## src/rtl/regfile_pkg.sv

```systemverilog
// Shared constants, address-width helper and write-request type for the scoreboarded register file.
package regfile_pkg;

  localparam int REGFILE_DATA_W   = 16;
  localparam int REGFILE_NUM_REGS = 16;
  localparam int REGFILE_HI_REG   = 0;

  function automatic int addr_w(input int n);
    return $clog2(n);
  endfunction

  localparam int REGFILE_AW = addr_w(REGFILE_NUM_REGS);

  typedef struct packed {
    logic                        en;
    logic                        hi_en;
    logic [REGFILE_AW-1:0]       addr;
    logic [2*REGFILE_DATA_W-1:0] data;
  } wr_req_t;

endpackage

```

## src/rtl/regfile_busy_tracker.sv

```systemverilog
// Per-register busy scoreboard: reserve sets, writeback releases, reserve wins on a same-cycle clash.
// State updates one cycle after the request; halt_i freezes everything; no backpressure.
module regfile_busy_tracker
  import regfile_pkg::*;
#(
  parameter int  NUM_REGS = REGFILE_NUM_REGS,
  parameter int  HI_REG   = REGFILE_HI_REG,
  localparam int AW       = addr_w(NUM_REGS)
) (
  input  logic                clk,
  input  logic                rst,
  input  logic                halt_i,
  input  logic                rel_en_i,
  input  logic                rel_hi_i,
  input  logic [AW-1:0]       rel_addr_i,
  input  logic                rsv_en_i,
  input  logic [AW-1:0]       rsv_addr_i,
  output logic [NUM_REGS-1:0] busy_o,
  output logic                any_busy_o,
  output logic                err_dbl_rsv_o
);

  logic [NUM_REGS-1:0] busy_q, busy_d;
  logic [NUM_REGS-1:0] rel_vec, rsv_vec;
  logic                err_q, err_d;

  always_comb begin
    rel_vec = '0;
    rsv_vec = '0;
    if (!halt_i && rel_en_i) begin
      rel_vec[rel_addr_i] = 1'b1;
      if (rel_hi_i) rel_vec[HI_REG] = 1'b1;
    end
    if (!halt_i && rsv_en_i) rsv_vec[rsv_addr_i] = 1'b1;
    busy_d = (busy_q & ~rel_vec) | rsv_vec;
    // A reserve that coincides with the release of the same register is a fresh producer, not an error.
    err_d  = err_q | (|(rsv_vec & busy_q & ~rel_vec));
  end

  always_ff @(posedge clk or posedge rst) begin
    if (rst) begin
      busy_q <= '0;
      err_q  <= 1'b0;
    end else begin
      busy_q <= busy_d;
      err_q  <= err_d;
    end
  end

  assign busy_o        = busy_q;
  assign any_busy_o    = |busy_q;
  assign err_dbl_rsv_o = err_q;

endmodule

```

## src/rtl/regfile_scoreboard_bank.sv

```systemverilog
// Multi-port register file with double-width write and busy scoreboard; reads are combinational, writes land at the posedge.
// REGFILE_BYPASS_EN forwards same-cycle write data (and masks rd_busy) onto matching read ports.
module regfile_scoreboard_bank
  import regfile_pkg::*;
#(
  parameter int  DATA_W   = REGFILE_DATA_W,
  parameter int  NUM_REGS = REGFILE_NUM_REGS,
  parameter int  NUM_RD   = 2,
  parameter int  HI_REG   = REGFILE_HI_REG,
  localparam int AW       = addr_w(NUM_REGS)
) (
  input  logic                     clk,
  input  logic                     rst,
  input  logic                     halt_sys,
  input  logic [NUM_RD*AW-1:0]     ra,
  input  logic                     r0_read,
  output logic [NUM_RD*DATA_W-1:0] rd,
  output logic [NUM_RD-1:0]        rd_busy,
  input  logic                     write_en,
  input  logic                     R0_en,
  input  logic [AW-1:0]            write_address,
  input  logic [2*DATA_W-1:0]      write_data,
  input  logic                     rsv_en,
  input  logic [AW-1:0]            rsv_addr,
  output logic                     any_busy,
  output logic                     err_dbl_rsv
);

  localparam logic [AW-1:0] HI_A = AW'(HI_REG);

  logic [DATA_W-1:0]   regs_q [NUM_REGS];
  logic [NUM_REGS-1:0] busy;
  logic [AW-1:0]       eff_addr [NUM_RD];
  logic                wr_fire;
  logic [DATA_W-1:0]   wr_lo, wr_hi;

  assign wr_fire        = write_en & ~halt_sys;
  assign {wr_hi, wr_lo} = write_data;

  // Low word is written last so it wins when write_address == HI_REG.
  always_ff @(posedge clk or posedge rst) begin
    if (rst) begin
      for (int i = 0; i < NUM_REGS; i++) regs_q[i] <= '0;
    end else if (wr_fire) begin
      if (R0_en) regs_q[HI_REG] <= wr_hi;
      regs_q[write_address] <= wr_lo;
    end
  end

  always_comb begin
    for (int k = 0; k < NUM_RD; k++) begin
      eff_addr[k] = ra[k*AW +: AW];
      if (k == 1 && r0_read) eff_addr[k] = HI_A;
    end
  end

  always_comb begin
    rd      = '0;
    rd_busy = '0;
    for (int k = 0; k < NUM_RD; k++) begin
      rd[k*DATA_W +: DATA_W] = regs_q[eff_addr[k]];
      rd_busy[k]             = busy[eff_addr[k]];
`ifdef REGFILE_BYPASS_EN
      if (wr_fire && eff_addr[k] == write_address) begin
        rd[k*DATA_W +: DATA_W] = wr_lo;
        rd_busy[k]             = 1'b0;
      end else if (wr_fire && R0_en && eff_addr[k] == HI_A) begin
        rd[k*DATA_W +: DATA_W] = wr_hi;
        rd_busy[k]             = 1'b0;
      end
`endif
    end
  end

  regfile_busy_tracker #(
    .NUM_REGS (NUM_REGS),
    .HI_REG   (HI_REG)
  ) u_busy (
    .clk           (clk),
    .rst           (rst),
    .halt_i        (halt_sys),
    .rel_en_i      (write_en),
    .rel_hi_i      (R0_en),
    .rel_addr_i    (write_address),
    .rsv_en_i      (rsv_en),
    .rsv_addr_i    (rsv_addr),
    .busy_o        (busy),
    .any_busy_o    (any_busy),
    .err_dbl_rsv_o (err_dbl_rsv)
  );

endmodule

```

## config.mk

```make
export PLATFORM = sky130hd
export DESIGN_NAME = regfile_scoreboard_bank
export DESIGN_NICKNAME = d
export VERILOG_FILES = /design/src/rtl/regfile_pkg.sv /design/src/rtl/regfile_busy_tracker.sv /design/src/rtl/regfile_scoreboard_bank.sv
export SDC_FILE = /design/constraint.sdc
export NUM_CORES = 1
export LEC_CHECK = 0
export ABC_AREA = 1
export ABC_CLOCK_PERIOD_IN_PS = 9900
export CAP_MARGIN = 20
export CORE_MARGIN = 2
export CORE_UTILIZATION = 55
export CTS_CLUSTER_DIAMETER = 60
export DETAILED_ROUTE_END_ITERATION = 6
export PLACE_DENSITY_LB_ADDON = 0.15
export SLEW_MARGIN = 20
export SYNTH_ARGS = -nofsm -noshare
export SYNTH_HDL_FRONTEND = slang
export SYNTH_SLANG_ARGS = --single-unit
export TNS_END_PERCENT = 20
```

## constraint.sdc

```tcl
create_clock -name clk -period 9.9 [get_ports clk]
set_input_delay 1.98 -clock clk [delete_from_list [all_inputs] [get_ports clk]]
set_output_delay 1.98 -clock clk [all_outputs]
set_load 0.02 [all_outputs]
```

==> summary.md, run 1 <==
| Metric | Value |
|---|---|
| CP max FO | `66` |
| Min-Delay Path Class | `reg2reg` |
| Final cycle utilization of the critical path | `72.3%` |
| Worst EP arrival | `5.18 ns` |
| Reg2reg start | `u_busy.busy_o[8]$_DFF_PP0_` |
| Max-slew violation count | `0` |
| FF-to-FF setup slack | `8.79 ns` |
| Global Route Usage Sum | `36.8%` |
| Worst path bufs/invs | `4` |
| Adder-Cell Fraction of Synth Area | `0%` |
| Synthesized cell area | `15600 sq um` |
| Clock Path Buffers | `3` |
| First-pass GRT wire length | `82.1 mm` |
| RR Endpoint | `u_busy.err_dbl_rsv_o$_DFF_PP0_` |
| Async SR Flop Fraction | `100%` |
| DIE WIDTH | `172 um` |
| Post-synth net total | `2161` |
| Avg WL per Cell | `21.7 um` |
| Crit path depth | `10` |
| Hold buffers post-CTS | `0` |
| Library cells used by synthesis | `30` |
| R2r worst-path depth | `6` |
| Core area | `27900 sq um` |
| # Max-Cap Violations | `0` |
| Placement Setup Slack | `2.84 ns` |
| Worst slew pin tran | `1.09 ns` |
| Top cell type's share of synthesized area | `43.8%` |
| CTS Sinks | `273` |
| Clk Latency, worst-skew pair | `0.51 ns` |
| Avg Cell Area, Syn | `7.41 sq um` |
| Mean number of vias per cell | `6.22` |
| CTS Buf Count | `34` |
| Die Ht | `172 um` |
| Fmax achieved | `140 MHz` |
| Row count | `61` |
| Crit. End Element | `primary output` |
| Postcts setup bufs | `0` |
| Simple-Gate Fraction of Synth Area | `20.4%` |
| DR pass1 iterations | `6` |
| Main area contributors after synthesis | `dfrtp_1 44%, nand2_1 12%, o211ai_1 11%` |
| # IOs | `91` |
| CP cell instances | `clkdlybuf4s50_1, nor2_4, buf_4, buf_4, nand2_1, o211ai_1, nand3_1, nand3_1, nand2_1, clkdlybuf4s50_1` |
| Number of flops mapped to enable cells by yosys | `0` |
| Setup violations, final | `0` |
| Seq/Total Area, Yosys | `43.8%` |
| Pwr Density | `195 nW/um^2` |
| # DRC | `0` |
| GRT overflow | `0` |
| Hold Path Stages | `2` |
| Ant. Diodes | `0` |
| Cell family with most CP delay | `buffers and inverters` |
| Post-synth top cells | `495 x nand2_1, 331 x o21ai_0, 273 x dfrtp_1` |
| CP Capture Point | `rd[21]` |
| Setup tns final | `0 ns` |
| Post-DP HPWL | `30.8 mm` |
| Layout cells sized above 1 | `5.13%` |
| Mapped Cells | `2106` |
| Initial core utilization | `56.0%` |
| Main synth FF type | `dfrtp_1` |
| RSZ-0062 raised after global routing | `false` |
| IO buf count | `90` |
| Count leader, synth | `nand2_1` |
| Run status | `finished, final reports clean` |
| Syn. warnings | `0` |
| Final Non-Filler Cells | `2482` |
| Xor/xnor share of the synthesized area | `0%` |
| Die area | `29700 sq um` |
| Required time of the critical path | `7.92 ns` |
| Fillers | `2489` |
| Post-Route WL | `53.8 mm` |
| Worst Clk Skew | `0.0117 ns` |
| Final nets | `2138` |
| Cts repair resizes | `0` |
| Clk root buf | `clkbuf_16` |
| Vias in the first global route | `14300` |
| H-tree depth | `2` |
| Area grow syn2layout | `11.9%` |
| Complex-gate fraction of the synthesized area | `25.7%` |
| Worst Setup Slack, final | `2.74 ns` |
| Max incr delay on CP | `0.73 ns` |
| Leakage power | `7.73 nW` |
| Largest net degree at the start of global routing | `152` |
| Placed insts | `2425` |
| Post-layout minimum cycle time | `7.16 ns` |
| Maximum vdd ir drop | `0.129 mV` |
| Crit. Startpoint | `r0_read` |
| Slew Limit Headroom | `27.1%` |
| Antenna Nets Post-Route | `0` |
| DRT iter0 DRCs | `2137` |
| Slowest cell on crit path | `buf_4` |
| Final Hold Viols | `0` |
| DR vias | `15400` |
| Largest family of logic cells by synthesized area | `compound AO/OA/AOI/OAI gates` |
| Synth Register Bits | `273` |
| CTS tree | `built` |
| Mux share of post-synthesis cell area | `0%` |
| CP Class | `in2out` |
| Initial antenna violation count | `1` |
| Cell taking the most area after synthesis | `dfrtp_1` |
| Reg clk slew, reported paths | `0.06 ns` |
| Critical path launch point type | `input port` |
| Routability Congestion | `0.923` |
[cell type report]
cell class                      instances  area (sq um)  share of cell area [%]
Clock buffer                           45           953                    5.46
Clock inverter                         12          98.8                   0.566
Inverter                              203           769                    4.41
Multi-Input combinational cell       1454          7210                    41.3
Sequential cell                       273          6830                    39.1
Tap cell                              378           473                    2.71
Timing Repair Buffer                  117          1110                    6.37
[logic make-up after synthesis]
logic type	Yosys count
compound gates	684
buf+inv	379
flops	273
simple gates	770
[cell usage in the layout (no fill, tap or decap)]
cell type,n
nand2_1,494
o21ai_0,331
dfrtp_1,273
o211ai_1,224
inv_1,191
nand3_1,161
a21oi_1,95
clkdlybuf4s50_1,87
nor2_1,85
clkbuf_16,35
o21ai_1,27
buf_4,27
inv_2,8
clkinv_2,7
nand4_1,6
clkbuf_1,6
nor2_4,5
nand2_2,5
nor2_2,5
clkbuf_8,5
nor4_1,4
clkinv_1,3
nor3_1,3
inv_6,3
nand3_2,2
a21o_1,2
a32o_1,1
o22ai_1,1
o32ai_1,1
a22o_1,1
a21boi_4,1
inv_8,1
clkinvlp_4,1
bufinv_16,1
buf_2,1
buf_12,1
[per-stage QoR]
step / utilization [%] / hold WS, ns / power, mW / instance area (sq um)
finish: 62.6 / 0.483 / 3.40 / 17500
global route: 62.6 / 0.504 / 3.57 / 17500
CTS: 62.6 / 0.487 / 3.39 / 17500
detailed placement: 58.9 / 0.473 / 2.21 / 16400
global placement: 58.9 / 0.467 / 2.18 / 16400
floorplan: - / 0.453 / 1.97 / 15600
[power breakdown]
part,switching [mW],internal [mW]
Sequential,0.142,1.34
Combinational,0.466,0.268
Clock,0.486,0.704
[metal layers]
layer / track usage (%) / vias to the layer above / wire, um
met5: 0 / - / 0
met4: 17.1 / 0 / 2530
met3: 9.22 / 154 / 6320
met2: 56.1 / 934 / 23400
met1: 49.5 / 7282 / 21500
li1: - / 7071 / -
[registers in the layout, summed over array words and instances (netlist names)]
name,flops
regs_q,256
u_busy.busy_o,16
u_busy.err_dbl_rsv_o,1
[worst min-delay path by stage]
stage / start / slack, ns / to
detailed placement: regs_q[188]$_DFFE_PP0P_ / 0.47 / regs_q[188]$_DFFE_PP0P_
finish: regs_q[52]$_DFFE_PP0P_ / 0.48 / regs_q[52]$_DFFE_PP0P_
CTS: regs_q[188]$_DFFE_PP0P_ / 0.49 / regs_q[188]$_DFFE_PP0P_
global route: regs_q[72]$_DFFE_PP0P_ / 0.50 / regs_q[72]$_DFFE_PP0P_
global placement: regs_q[56]$_DFFE_PP0P_ / 0.47 / regs_q[56]$_DFFE_PP0P_
floorplan: regs_q[128]$_DFFE_PP0P_ / 0.45 / regs_q[128]$_DFFE_PP0P_
[worst register-to-register path: stages (launching register included)]
cell and delay (ns):
dfrtp_1 0.43, nand4_1 0.11, nor2_1 0.04, nor2_1 0.13, nand2_1 0.07, nor2_1 0.09
nand3_1 0.09
No activity file was read; power rests on OpenSTA's default activity.
==> run 2, diff against run 1 <==
- ABC_CLOCK_PERIOD_IN_PS: 9900 -> 6700
- CORE_UTILIZATION: 55 -> 61
- clock period: 9.9 -> 6.7 ns (I/O delays scaled with it)
==> summary.md, run 2 (synthesized netlist as in run 1, its figures left out) <==
| Metric | Value |
|---|---|
| Run status | `finished, final reports clean` |
| H-tree depth | `1` |
| Leakage power | `7.74 nW` |
| CP Class | `in2out` |
| Crit. Startpoint | `r0_read` |
| Commonest non-fill, non-tap cell in the layout | `nand2_1` |
| Die Ht | `164 um` |
| GRT overflow | `0` |
| Row count | `58` |
| Routability Congestion | `0.915` |
| Vias in the first global route | `14800` |
| Final Hold Viols | `0` |
| Min-Delay Path Class | `reg2reg` |
| Min-delay src | `regs_q[64]$_DFFE_PP0P_` |
| Antenna Nets Post-Route | `0` |
| Worst slew pin tran | `1.05 ns` |
| Slowest cell on crit path | `buf_4` |
| Cts repair resizes | `0` |
| Mean number of vias per cell | `6.44` |
| Postcts setup bufs | `0` |
| First-pass GRT wire length | `81.8 mm` |
| Post-layout minimum cycle time | `5.48 ns` |
| Worst EP arrival | `4.14 ns` |
| DIE WIDTH | `164 um` |
| DR vias | `15700` |
| Largest reg by FF count | `regs_q` |
| DR pass1 iterations | `6` |
| Die area | `26900 sq um` |
| Global Route Usage Sum | `39.9%` |
| Initial antenna violation count | `2` |
| Final nets | `2142` |
| Worst Setup Slack, final | `1.22 ns` |
| Maximum vdd ir drop | `0.223 mV` |
| Setup tns final | `0 ns` |
| Required time of the critical path | `5.36 ns` |
| Fillers | `2087` |
| CTS tree | `built` |
| Layout cells sized above 1 | `5.41%` |
| RSZ-0062 raised after global routing | `false` |
| Setup violations, final | `0` |
| # IOs | `91` |
| Area grow syn2layout | `11.9%` |
| Post-Route WL | `53.1 mm` |
| Avg WL per Cell | `21.7 um` |
| Critical path launch point type | `input port` |
| Max incr delay on CP | `0.72 ns` |
| Initial core utilization | `62.0%` |
| Cell family with most CP delay | `buffers and inverters` |
| Largest net degree at the start of global routing | `163` |
| Core area | `25200 sq um` |
| Max-slew violation count | `0` |
| Area after DPL | `16400 sq um` |
| Clk root buf | `clkbuf_16` |
| Commonest non-fill, non-tap cells in the layout | `494 x nand2_1, 331 x o21ai_0, 273 x dfrtp_1` |
| DRT iter0 DRCs | `2210` |
| Clock Path Buffers | `3` |
| Pwr Density | `285 nW/um^2` |
| CTS Sinks | `273` |
| Design area | `17500 sq um` |
| IO buf count | `90` |
| Hold buffers post-CTS | `0` |
| Final cycle utilization of the critical path | `81.8%` |
| Post-DP HPWL | `31.6 mm` |
| # Max-Cap Violations | `0` |
| # DRC | `0` |
| Max FFs per register | `256` |
| Crit. End Element | `primary output` |
| Clk Latency, worst-skew pair | `0.57 ns` |
| Slew Limit Headroom | `29.5%` |
| Worst path bufs/invs | `4` |
| CP cell instances | `clkdlybuf4s50_1, inv_2, nand2_2, buf_4, o211ai_1, nand3_1, nand3_1, nand2_1, clkdlybuf4s50_1` |
| Worst Clk Skew | `0.00816 ns` |
| CP max FO | `69` |
| Fmax achieved | `182 MHz` |
| CTS Buf Count | `31` |
| Reg2reg start | `u_busy.busy_o[14]$_DFF_PP0_` |
| Reg clk slew, reported paths | `0.06 ns` |
| Placement Setup Slack | `1.34 ns` |
[run 2: path summary, 6_finish.rpt]
check                                                 end  slack, ns  cells past startpoint
max reg2reg                u_busy.err_dbl_rsv_o$_DFF_PP0_       5.53                      6
min in group asynchronous      u_busy.busy_o[4]$_DFF_PP0_       1.34                      3
max in group asynchronous         regs_q[119]$_DFFE_PP0P_       4.06                      4
min reg2reg                        regs_q[64]$_DFFE_PP0P_       0.48                      2
min                                regs_q[64]$_DFFE_PP0P_       0.48                      2
max                                                rd[17]       1.22                      9
[run 2: area by class of cell]
cell class              instances  area, sq um  area share [%]
diodes                          3         7.51          0.0430
clock buffers                  43          881            5.05
clock inverters                11          116           0.667
inverters                     203          766            4.39
multi-input cells            1454         7220            41.4
flip-flops and latches        273         6830            39.1
well taps                     330          413            2.37
repair buffers                124         1220            6.99
[run 2: where the power goes]
part | leakage [nW] | switching [mW] | internal [mW] | total [mW]
registers | 3.41 | 0.216 | 1.98 | 2.19
clock network | 0.485 | 0.701 | 0.987 | 1.69
logic | 3.85 | 0.698 | 0.402 | 1.10
[run 2: through the flow]
| stage | std cells | util, % | hold WS [ns] | power [mW] |
|---|---|---|---|---|
| after floorplan | 2106 | - | 0.453 | 2.91 |
| after global placement | 2383 | 65.2 | 0.466 | 3.23 |
| after detailed placement | 2383 | 65.2 | 0.473 | 3.28 |
| after CTS | 2437 | 69.2 | 0.489 | 4.96 |
| after global routing | 2440 | 69.3 | 0.508 | 5.21 |
| final | 2441 | 69.3 | 0.484 | 4.98 |
[run 2: metal layers]
metal / global-route usage (%) / vias to the layer above / wire length [um]
met5: 0 / - / 0
met4: 21.3 / 0 / 2810
met3: 11.4 / 204 / 6710
met2: 60.8 / 1061 / 23100
met1: 51.9 / 7364 / 20400
li1: - / 7090 / -
[run 2: worst register-to-register path, cell delays in order (launching register included)]
cell and delay [ns]:
dfrtp_1 0.42, nand4_1 0.12, nor2_1 0.05, nor2_1 0.17, nand2_1 0.07, nor2_1 0.13, nand3_1 0.09
==> run 3, diff against run 2 <==
- ABC_CLOCK_PERIOD_IN_PS: 6700 -> 4500
- CORE_UTILIZATION: 61 -> 55
- clock period: 6.7 -> 4.5 ns (I/O delays scaled with it)
==> summary.md, run 3 (synthesized netlist as in run 1, its figures left out) <==
| Metric | Value |
|---|---|
| Cts repair resizes | `0` |
| Initial antenna violation count | `1` |
| Clock Path Buffers | `3` |
| Avg WL per Cell | `21.5 um` |
| Setup violations, final | `0` |
| Max-slew violation count | `0` |
| Antenna Nets Post-Route | `0` |
| Leakage power | `7.97 nW` |
| Slew Limit Headroom | `26.1%` |
| Worst EP arrival | `3.36 ns` |
| DIE WIDTH | `172 um` |
| Hold buffers post-CTS | `0` |
| Post-DP HPWL | `32.3 mm` |
| Required time of the critical path | `3.60 ns` |
| Row count | `61` |
| Maximum vdd ir drop | `0.296 mV` |
| Crit. End Element | `primary output` |
| Fmax achieved | `235 MHz` |
| CTS Sinks | `273` |
| # DRC | `0` |
| Largest reg by FF count | `regs_q` |
| Postcts setup bufs | `0` |
| Final Hold Viols | `0` |
| Placement Setup Slack | `0.335 ns` |
| Min-Delay Path Class | `reg2reg` |
| CTS Buf Count | `35` |
| Reg clk slew, reported paths | `0.05 ns` |
| CP max FO | `11` |
| Commonest non-fill, non-tap cells in the layout | `495 x nand2_1, 331 x o21ai_0, 273 x dfrtp_1` |
| Worst hold slack | `0.483 ns` |
| Worst slew pin tran | `1.11 ns` |
| Mean number of vias per cell | `6.20` |
| CP Class | `in2out` |
| GRT overflow | `0` |
| Worst Setup Slack, final | `0.243 ns` |
| Die Ht | `172 um` |
| Routability Congestion | `0.914` |
| Vias in the first global route | `14400` |
| Initial core utilization | `56.0%` |
| Final cycle utilization of the critical path | `94.6%` |
| CTS tree | `built` |
| Commonest non-fill, non-tap cell in the layout | `nand2_1` |
| H-tree depth | `2` |
| Post-layout minimum cycle time | `4.26 ns` |
| Global Route Usage Sum | `36.8%` |
| Pwr Density | `436 nW/um^2` |
| Layout cells sized above 1 | `6.29%` |
| DR vias | `15600` |
| DR pass1 iterations | `6` |
| Critical path launch point type | `input port` |
| RSZ-0062 raised after global routing | `false` |
| Area grow syn2layout | `14.9%` |
| # Max-Cap Violations | `0` |
| IO buf count | `90` |
| Post-Route WL | `53.9 mm` |
| Die area | `29700 sq um` |
| Max FFs per register | `256` |
| Run status | `finished, final reports clean` |
| DRT iter0 DRCs | `2202` |
| # IOs | `91` |
| Worst Clk Skew | `0.00494 ns` |
| Final nets | `2162` |
| Pwr Total | `7.82 mW` |
| Largest net degree at the start of global routing | `122` |
| Clk Latency, worst-skew pair | `0.51 ns` |
| First-pass GRT wire length | `82.1 mm` |
| Clk root buf | `clkbuf_16` |
| Core area | `27900 sq um` |
run 3: critical path: stages:
cell             delay (ns)
clkdlybuf4s50_1        0.56
inv_2                  0.09
nand2_2                0.07
clkinv_1               0.53
buf_4                  0.43
nand3_1                0.11
nand2_1                0.09
clkdlybuf4s50_1        0.55
run 3: where the power goes:
group / switching [mW] / internal, mW
Sequential: 0.319 / 2.94
Clock: 1.07 / 1.84
Combinational: 1.03 / 0.615
Total: 2.42 / 5.40
run 3: layer usage:
layer	GRT usage (%)	vias up	wire (um)
met5	0	-	0
met4	19.9	0	2990
met3	10.1	201	6340
met2	54.8	924	23100
met1	48.9	7298	21400
li1	-	7140	-
run 3: metrics by stage:
stage                     util, %  instances  TNS [ns]  cell area [sq um]
final                        64.3       2510         0              17900
after CTS                    64.3       2509         0              17900
after floorplan                 -       2106     -2.57              15600
after global routing         64.3       2510         0              17900
after global placement       60.0       2448         0              16700
after detailed placement     60.0       2448         0              16700
run 3: final timing paths:
kind,slack (ns),start,depth (start not counted),to
worst max register to register,3.40,u_busy.busy_o[14]$_DFF_PP0_,6,u_busy.err_dbl_rsv_o$_DFF_PP0_
worst min-delay path,0.48,regs_q[61]$_DFFE_PP0P_,2,regs_q[61]$_DFFE_PP0P_
min in group asynchronous,0.76,rst,2,u_busy.busy_o[10]$_DFF_PP0_
worst max-delay path,0.24,r0_read,8,rd[28]
worst min register to register,0.48,regs_q[61]$_DFFE_PP0P_,2,regs_q[61]$_DFFE_PP0P_
max in group asynchronous,2.61,rst,3,regs_q[217]$_DFFE_PP0P_
run 3: area by class of cell:
type / instances / area [sq um]
antenna: 1 / 2.50
inverter: 203 / 766
clock buffer: 49 / 1040
timing repair buffer: 140 / 1440
tap: 378 / 473
fill: 2364 / 9940
clock inverter: 12 / 166
multi-input combinational: 1454 / 7200
sequential: 273 / 6830
